==> src/rtl/bus_endpoint_pkg.sv <==
// Shared types and helpers for the bus FIFO endpoint.
// Holds destination-ID layout, broadcast ID and a saturating counter type.
package bus_endpoint_pkg;

  localparam int         ID_MSB_OFS   = 8;
  localparam logic [7:0] BROADCAST_ID = 8'hFF;
  localparam int         MAX_PKT      = 1024;

  typedef logic [7:0] sat8_t;

  function automatic sat8_t sat_inc(input sat8_t c);
    return (c == 8'hFF) ? c : c + 8'd1;
  endfunction

  // Packets are zero-extended to MAX_PKT; sz is the real packet width.
  function automatic logic [ID_MSB_OFS-1:0] get_dest_id(
    input logic [MAX_PKT-1:0] pkt,
    input int                 sz
  );
    return pkt[sz-1 -: ID_MSB_OFS];
  endfunction

endpackage

==> src/rtl/ep_sync_fifo.sv <==
// First-word-fall-through synchronous FIFO with registered count.
// Ports: wr_en/wr_data in, rd_en in, head/count/full/empty out.
module ep_sync_fifo #(
  parameter  int width = 32,
  parameter  int depth = 16,
  localparam int AW    = $clog2(depth)
) (
  input  logic             clk,
  input  logic             reset,
  input  logic             wr_en,
  input  logic [width-1:0] wr_data,
  input  logic             rd_en,
  output logic [width-1:0] head,
  output logic [AW:0]      count,
  output logic             full,
  output logic             empty
);

  logic [width-1:0] mem_q [depth];
  logic [AW-1:0]    wptr_q;
  logic [AW-1:0]    rptr_q;
  logic [AW:0]      count_q;
  logic             do_rd;
  logic             do_wr;

  assign full  = (count_q == (AW+1)'(depth));
  assign empty = (count_q == '0);
  assign count = count_q;
  assign head  = mem_q[rptr_q];

  // A read frees the slot being written, so a full FIFO still accepts
  // a write in the same cycle as a read.
  assign do_rd = rd_en & ~empty;
  assign do_wr = wr_en & (~full | do_rd);

  always_ff @(posedge clk) begin
    if (reset) begin
      wptr_q  <= '0;
      rptr_q  <= '0;
      count_q <= '0;
    end else begin
      if (do_wr) wptr_q <= wptr_q + 1'b1;
      if (do_rd) rptr_q <= rptr_q + 1'b1;
      unique case ({do_wr, do_rd})
        2'b10:   count_q <= count_q + 1'b1;
        2'b01:   count_q <= count_q - 1'b1;
        default: count_q <= count_q;
      endcase
    end
  end

  always_ff @(posedge clk) begin
    if (!reset && do_wr) mem_q[wptr_q] <= wr_data;
  end

endmodule

==> src/rtl/bus_fifo_endpoint.sv <==
// Device-side bus terminal: TX FIFO popped by the bus, RX FIFO fed by it.
// Ports: bus pndng/D_pop/pop/push/D_push, host wr/rd side, status counters.
module bus_fifo_endpoint
  import bus_endpoint_pkg::*;
#(
  parameter int         pckg_sz = 32,
  parameter int         depth   = 16,
  parameter logic [7:0] my_id   = 8'd0
) (
  input  logic               clk,
  input  logic               reset,
  output logic               pndng,
  output logic [pckg_sz-1:0] D_pop,
  input  logic               pop,
  input  logic               push,
  input  logic [pckg_sz-1:0] D_push,
  input  logic               wr_en,
  input  logic [pckg_sz-1:0] wr_data,
  output logic               tx_full,
  input  logic               rd_en,
  output logic [pckg_sz-1:0] rd_data,
  output logic               rd_valid,
  output logic               rx_empty,
  output logic [7:0]         drop_cnt,
  output logic [7:0]         misdir_cnt,
  output logic               err_pop
);

  localparam int CW = $clog2(depth) + 1;

  logic [CW-1:0]      tx_count;
  logic               tx_empty;
  logic [CW-1:0]      rx_count;
  logic               rx_full;
  logic [pckg_sz-1:0] rx_head;

  logic               rd_ok;
  logic               rx_store;
  logic               rx_drop;
  logic               misdir;
  logic [7:0]         dest;

  sat8_t              drop_q;
  sat8_t              misdir_q;
  logic               err_pop_q;
  logic [pckg_sz-1:0] rd_data_q;
  logic               rd_valid_q;

  ep_sync_fifo #(
    .width(pckg_sz),
    .depth(depth)
  ) u_tx (
    .clk    (clk),
    .reset  (reset),
    .wr_en  (wr_en),
    .wr_data(wr_data),
    .rd_en  (pop),
    .head   (D_pop),
    .count  (tx_count),
    .full   (tx_full),
    .empty  (tx_empty)
  );

  ep_sync_fifo #(
    .width(pckg_sz),
    .depth(depth)
  ) u_rx (
    .clk    (clk),
    .reset  (reset),
    .wr_en  (push),
    .wr_data(D_push),
    .rd_en  (rd_en),
    .head   (rx_head),
    .count  (rx_count),
    .full   (rx_full),
    .empty  (rx_empty)
  );

  assign pndng = (tx_count != '0);

  // Mirrors the FIFO's own accept rules so the counters agree with it.
  assign rd_ok    = rd_en & ~rx_empty;
  assign rx_store = push & ((rx_count < CW'(depth)) | rd_ok);
  assign rx_drop  = push & rx_full & ~rd_ok;

  assign dest   = get_dest_id(MAX_PKT'(D_push), pckg_sz);
  assign misdir = rx_store & (dest != my_id) & (dest != BROADCAST_ID);

  always_ff @(posedge clk) begin
    if (reset) begin
      drop_q     <= '0;
      misdir_q   <= '0;
      err_pop_q  <= 1'b0;
      rd_data_q  <= '0;
      rd_valid_q <= 1'b0;
    end else begin
      if (rx_drop)         drop_q    <= sat_inc(drop_q);
      if (misdir)          misdir_q  <= sat_inc(misdir_q);
      if (pop && tx_empty) err_pop_q <= 1'b1;
      if (rd_ok)           rd_data_q <= rx_head;
      rd_valid_q <= rd_ok;
    end
  end

  assign drop_cnt   = drop_q;
  assign misdir_cnt = misdir_q;
  assign err_pop    = err_pop_q;
  assign rd_data    = rd_data_q;
  assign rd_valid   = rd_valid_q;

endmodule

==> config.mk <==
export PLATFORM = sky130hd
export DESIGN_NAME = bus_fifo_endpoint
export DESIGN_NICKNAME = d
export VERILOG_FILES = /design/src/rtl/bus_endpoint_pkg.sv /design/src/rtl/ep_sync_fifo.sv /design/src/rtl/bus_fifo_endpoint.sv
export SDC_FILE = /design/constraint.sdc
export NUM_CORES = 1
export LEC_CHECK = 0
export CAP_MARGIN = 10
export CORE_ASPECT_RATIO = 1.4
export CORE_MARGIN = 8
export CORE_UTILIZATION = 55
export DETAILED_ROUTE_END_ITERATION = 10
export GPL_ROUTABILITY_DRIVEN = 1
export HOLD_SLACK_MARGIN = 0.1
export PLACE_DENSITY = 0.78
export RECOVER_POWER = 25
export SYNTH_ARGS = -nofsm -noshare
export SYNTH_HDL_FRONTEND = slang
export SYNTH_SLANG_ARGS = --single-unit
==> constraint.sdc <==
create_clock -name clk -period 4.5 [get_ports clk]
set_input_delay 0.675 -clock clk [delete_from_list [all_inputs] [get_ports clk]]
set_output_delay 0.675 -clock clk [all_outputs]
set_load 0.05 [all_outputs]
==> impl_results.md, run 1 <==
- ANT nets after route: 0
- Initial Util: 0.554
- Fillers: 4,865
- CP Class: flip-flop to output port
- Post-Syn Instances: 1,870
- CP max stage delay: 0.73 ns
- Vias in the first global route: 20.8k
- DR pass1 iterations: 5
- Post-route DRC violation count: 0
- Asr flop ratio synth: 0
- Maximum clock rate: 238 MHz
- Vias per cell: 6.24
- Slew headroom: 0.424
- CP bufs+invs: 2
- Initial antenna violation count: 7
- Final hold vios: 0
- Global Route Usage Sum: 0.208
- Synth area leaders: edfxtp_1 73%, mux4_2 15%, dfxtp_1 3.8%
- Row cnt: 120
- Post-synthesis sequential area ratio: 0.764
- Min-delay worst type: input port to flip-flop
- Startpoint Class: flip-flop
- Critical Path RT: 3.83 ns
- # nets final: 2,182
- Most common cell after layout, fill and taps aside: edfxtp_1
- WL final: 89.6 mm
- CP endpoint kind: output port
- Total Power: 25.1 mW
- CTS tree: yes
- GP Congestion: 0.759
- # setup viols final: 0
- Area leader, netlist: edfxtp_1
- Area Growth Syn to Fin: 15.1%
- I/O pin cnt: 155
- Gr ovfl total: 0
- HPWL Detailed: 51.6 mm
- Area fraction of the dominant cell type after synthesis: 0.726
- Critical path's top delay family: buffers and inverters
- Clock transition at path regs: 0.07 ns
- I/O Buffers: 154
- Yosys reg bits: 1,104
- Initial detailed-routing violation count: 2,071
- Critical path cell sequence: buf_12 > mux4_2 > mux4_2 > clkdlybuf4s50_1
- Leakage power: 14.9 nW
- Syn nets: 1,961
- RSZ-0062 raised after global routing: false
- TritonCTS Buffers: 96
- Worst Skew: 0.0161 ns
- Slew @ Worst Pin: 0.864 ns
- TNS Setup: 0 ns
- Die H: 344 um
- Syn avg cell area: 22.7 um2
- First-pass GRT wire length: 133 mm
- Clock Latency Late Sink: 0.66 ns
- Max Buffers Root-to-Sink: 3
- Core area: 0.0764 mm2
- YS warnings: 0
- Clock sinks: 1,104
- Top FF cell, synth: edfxtp_1
- EDFF count, synth: 1,024
- CP max stage cell: clkdlybuf4s50_1
- Setup bufs post-CTS: 0
- Largest net degree at the start of global routing: 72
- P per Cell Area: 515 mW/mm2
- Minimum clock period: 4.20 ns
- Cell area after synthesis: 0.0424 mm2
- Post-CTS Hold Buffers: 0
- Number of max-cap violations: 0
- Crit-path most repeated cell: mux4_2
- Pins Over Slew Limit: 0
- Most frequent cells in the layout: 1,024 x edfxtp_1, 288 x mux4_2, 118 x clkdlybuf4s50_1
- Via count: 19.7k
- DR WL/cell: 28.4 um
- Final Cycle Share: 0.933
- Worst Path Arrival: 3.52 ns
- Share of layout cells above drive strength 1: 0.281
- CP Max Fanout: 54
- CTS root buf: clkbuf_16
- CTS resizes: 0
- Status: finished, final reports clean
- H-tree levels: 3
- Distinct cells, synth: 60
- Worst VDD drop: 0.357 mV
- Die area: 0.0863 mm2
- Die X: 251 um
synth_stat cells (7+ instances only):
cell,n
inv_1,13
xnor2_1,15
ha_1,19
nor3_1,8
buf_2,28
nand4_1,7
dfxtp_1,80
a22oi_2,28
nand2_1,19
o21ai_0,7
edfxtp_1,1024
o21ai_1,32
nor2_1,67
mux2i_1,39
xor2_1,8
buf_4,10
mux4_2,288
mux2_4,28
buf_1,11
a21oi_1,18
or4_1,8
nand3_1,7
clkbuf_1,32
layout make-up:
type | instances | area, um2 | share of cell area
diodes | 5 | 12.5 | 0.000257
clock buffers | 117 | 2610 | 0.0535
clock inverters | 61 | 704 | 0.0145
inverters | 13 | 48.8 | 0.00100
multi-input cells | 662 | 9690 | 0.199
flip-flops and latches | 1104 | 32400 | 0.664
well taps | 976 | 1220 | 0.0251
repair buffers | 214 | 2090 | 0.0428
power breakdown:
part	leakage, nW	switching (mW)	internal (mW)
clock network	1.59	3.61	5.00
logic	3.46	2.54	2.14
registers	9.88	0.364	11.5
total	14.9	6.51	18.6
path summary, 6_finish.rpt:
kind | from | end | slack, ns | cells after the start
max reg2reg | u_tx.count[0] | u_tx.count[4] | 1.52 | 9
max | flip-flop | D_pop[19] | 0.30 | 4
min | reset | rd_valid | 0.46 | 2
min reg2reg | err_pop | err_pop | 0.50 | 2
state kept, by name (all words and copies together) (netlist names), named ones only:
name and flops:
rd_data 32, u_rx.rptr_q 4, u_tx.mem_q 512, u_rx.mem_q 512
u_tx.rptr_q 4, rd_valid 1, drop_cnt 8, u_rx.count 5
err_pop 1, u_rx.wptr_q 4, u_tx.wptr_q 4, u_tx.count 5
misdir_cnt 8
cell families (layout without fill, tap and decap cells):
| kind of cell | Yosys count | in the layout | share of synthesized area |
|---|---|---|---|
| other | 0 | 5 | 0 |
| multiplexers | 360 | 360 | 0.174 |
| buffers and inverters | 104 | 405 | 0.0131 |
| AO/OA/AOI/OAI | 112 | 112 | 0.0208 |
| AND/OR/NAND/NOR | 146 | 146 | 0.0175 |
| adder cells (fa/ha/maj) | 21 | 21 | 0.00656 |
| flip-flops | 1104 | 1104 | 0.764 |
| XOR/XNOR | 23 | 23 | 0.00476 |
routing by layer:
metal,global-route usage,share of wire,wire length (um),vias up
met3,0.0400,0.069,6200,140
met4,0.0693,0.025,2260,4
li1,-,-,-,8302
met2,0.362,0.52,46800,834
met1,0.262,0.38,34300,10400
met5,0,0.00029,26,-
per-stage QoR:
stage	setup slack, ns	util	instances	hold slack (ns)	area (um2)
2_1_floorplan	0.656	-	1870	0.458	42400
3_3_place_gp	0.997	0.594	2969	0.468	45400
3_5_place_dp	0.941	0.594	2969	0.482	45400
4_1_cts	0.215	0.638	3147	0.437	48700
5_1_grt	0.148	0.638	3149	0.490	48700
6_report	0.300	0.638	3152	0.460	48700
worst register-to-register path, cell delays in order (launching register included):
cell,delay [ns]
dfxtp_1,0.36
or4_1,0.63
o31ai_4,0.38
ha_1,0.36
ha_1,0.31
a21o_1,0.19
a21oi_1,0.16
xor2_1,0.09
or3_1,0.31
a21oi_1,0.13
No activity file was read; power rests on OpenSTA's default activity.
==> run 2, diff against run 1 <==
Settings changed: CORE_UTILIZATION 55 to 45, PLACE_DENSITY 0.78 to 0.67.
==> impl_results.md, run 2 (synthesized netlist as in run 1, its figures left out) <==
- R2R Setup Slk: 1.46 ns
- Number of cells on the critical path: 4
- Post-Layout Inst Area: 0.0493 mm2
- Max Buffers Root-to-Sink: 3
- Critical path cell sequence: buf_12 > mux4_2 > mux4_2 > clkdlybuf4s50_1
- Minimum clock period: 4.17 ns
- Register Area: 0.0324 mm2
- Row cnt: 133
- Worst reg2reg path endpoint: u_tx.count[4]
- RSZ-0062 raised after global routing: false
- Core area: 0.0937 mm2
- Slew @ Worst Pin: 0.976 ns
- Die H: 379 um
- P per Cell Area: 512 mW/mm2
- I/O Buffers: 154
- GP Congestion: 0.739
- Maximum clock rate: 240 MHz
- # nets final: 2,194
- DR WL/cell: 26.6 um
- Min-delay worst type: input port to flip-flop
- Setup bufs post-CTS: 0
- TritonCTS Buffers: 101
- Final Cycle Share: 0.927
- Hold EP: drop_cnt[0]
- Initial Util: 0.452
- Status: finished, final reports clean
- WL final: 90.5 mm
- HPWL Detailed: 52.5 mm
- CP max stage delay: 0.73 ns
- Largest net degree at the start of global routing: 70
- HP Start: reset
- CP bufs+invs: 2
- Startpoint Class: flip-flop
- Initial antenna violation count: 9
- Crit-path most repeated cell: mux4_2
- Global Route Usage Sum: 0.175
- CP endpoint kind: output port
- R2r worst-path depth: 9
- Critical Path RT: 3.83 ns
- H-tree levels: 3
- Clock sinks: 1,104
- Post-CTS Hold Buffers: 0
- CTS tree: yes
- First-pass GRT wire length: 135 mm
- DR pass1 iterations: 5
- CTS root buf: clkbuf_16
- Final hold vios: 0
- # setup viols final: 0
- CP Max Fanout: 35
- Worst Skew: 0.0186 ns
- Area of the multi-input gates: 0.00969 mm2
- Clock transition at path regs: 0.07 ns
- CP max stage cell: clkdlybuf4s50_1
- Final core utilization: 0.526
- DP Area: 0.0459 mm2
- CP Class: flip-flop to output port
- Clock Latency Late Sink: 0.66 ns
- Pins Over Slew Limit: 0
- Fillers: 7,074
- Via count: 19.5k
- Area Growth Syn to Fin: 16.3%
- Most common cell after layout, fill and taps aside: edfxtp_1
- Worst slack, placed: 0.939 ns
- Worst VDD drop: 0.296 mV
- R2R Path Start: u_tx.count[0]
- Hold depth: 2
- Vias per cell: 5.73
- Post-route DRC violation count: 0
- Most frequent cells in the layout: 1,024 x edfxtp_1, 288 x mux4_2, 116 x clkdlybuf4s50_1
- TNS Setup: 0 ns
- Vias in the first global route: 21.1k
- ANT nets after route: 0
- Worst Path Arrival: 3.49 ns
- Gr ovfl total: 0
- Final Non-Filler Cells: 3,408
- Critical path's top delay family: multiplexers
- Slew headroom: 0.350
- CTS resizes: 0
- Die area: 0.104 mm2
- Initial detailed-routing violation count: 1,612
- Leakage power: 15.0 nW
- Number of max-cap violations: 0
- Placed cells: 3,215
- Die X: 275 um
- Setup ws final: 0.330 ns
- I/O pin cnt: 155
- Share of layout cells above drive strength 1: 0.281
[run 2: changes by cell type in the layout (fill, tap and decap cells not counted), sizes merged]
cell,change
buf,+4
bufinv,-4
clkbuf,+15
clkdlybuf4s50,-2
clkinv,+3
clkinvlp,-5
diode,+1
dlygate4sd3,+2
inv,+3
[run 2: layer usage]
metal | share of wire | routed length (um) | track usage | vias to the layer above
met3 | 0.052 | 4670 | 0.0276 | 148
met2 | 0.54 | 49200 | 0.319 | 564
met4 | 0.022 | 1980 | 0.0499 | 2
met5 | 0.00014 | 13 | 0 | -
met1 | 0.38 | 34600 | 0.213 | 10500
li1 | - | - | - | 8345
[run 2: power breakdown]
group / internal [mW] / leakage (nW) / switching, mW / total, mW
Combinational: 2.18 / 3.51 / 2.47 / 4.65
Sequential: 11.5 / 9.88 / 0.416 / 11.9
Clock: 4.98 / 1.63 / 3.69 / 8.68
[run 2: worst max path at each step]
stage / start / endpoint / slack [ns]
6_report: flip-flop / D_pop[27] / 0.33
5_1_grt: flip-flop / D_pop[27] / 0.19
4_1_cts: flip-flop / D_pop[27] / 0.24
3_5_place_dp: rd_en / u_rx.mem_q[10][2] / 0.94
3_3_place_gp: flip-flop / D_pop[27] / 1.0
2_1_floorplan: reset / u_tx.mem_q[1][0] / 0.66
[run 2: through the flow]
step                hold slack [ns]  total power, mW
floorplan                     0.458             15.4
global placement              0.463             16.8
detailed placement            0.481             16.9
CTS                           0.425             25.5
global route                  0.468             26.1
finish                        0.469             25.2
[run 2: worst reg2reg max path, delay by kind of cell (launching register included)]
family	cells	cell delay [ns]
AO/OA/AOI/OAI	4	0.89
XOR/XNOR	1	0.10
flip-flops	1	0.36
adder cells (fa/ha/maj)	2	0.69
AND/OR/NAND/NOR	2	0.93
[run 2: area by class of cell]
type	instances	share of cell area
flip-flops and latches	1104	0.657
multi-input cells	662	0.197
clock buffers	129	0.0560
repair buffers	221	0.0455
well taps	1215	0.0309
clock inverters	58	0.0124
inverters	13	0.000991
diodes	6	0.000305
==> run 3, diff against run 2 <==
Settings changed: TNS_END_PERCENT set to 30.
==> results of run 3 <==
Same layout as run 2: the final DEF is identical, and so are final timing and power.
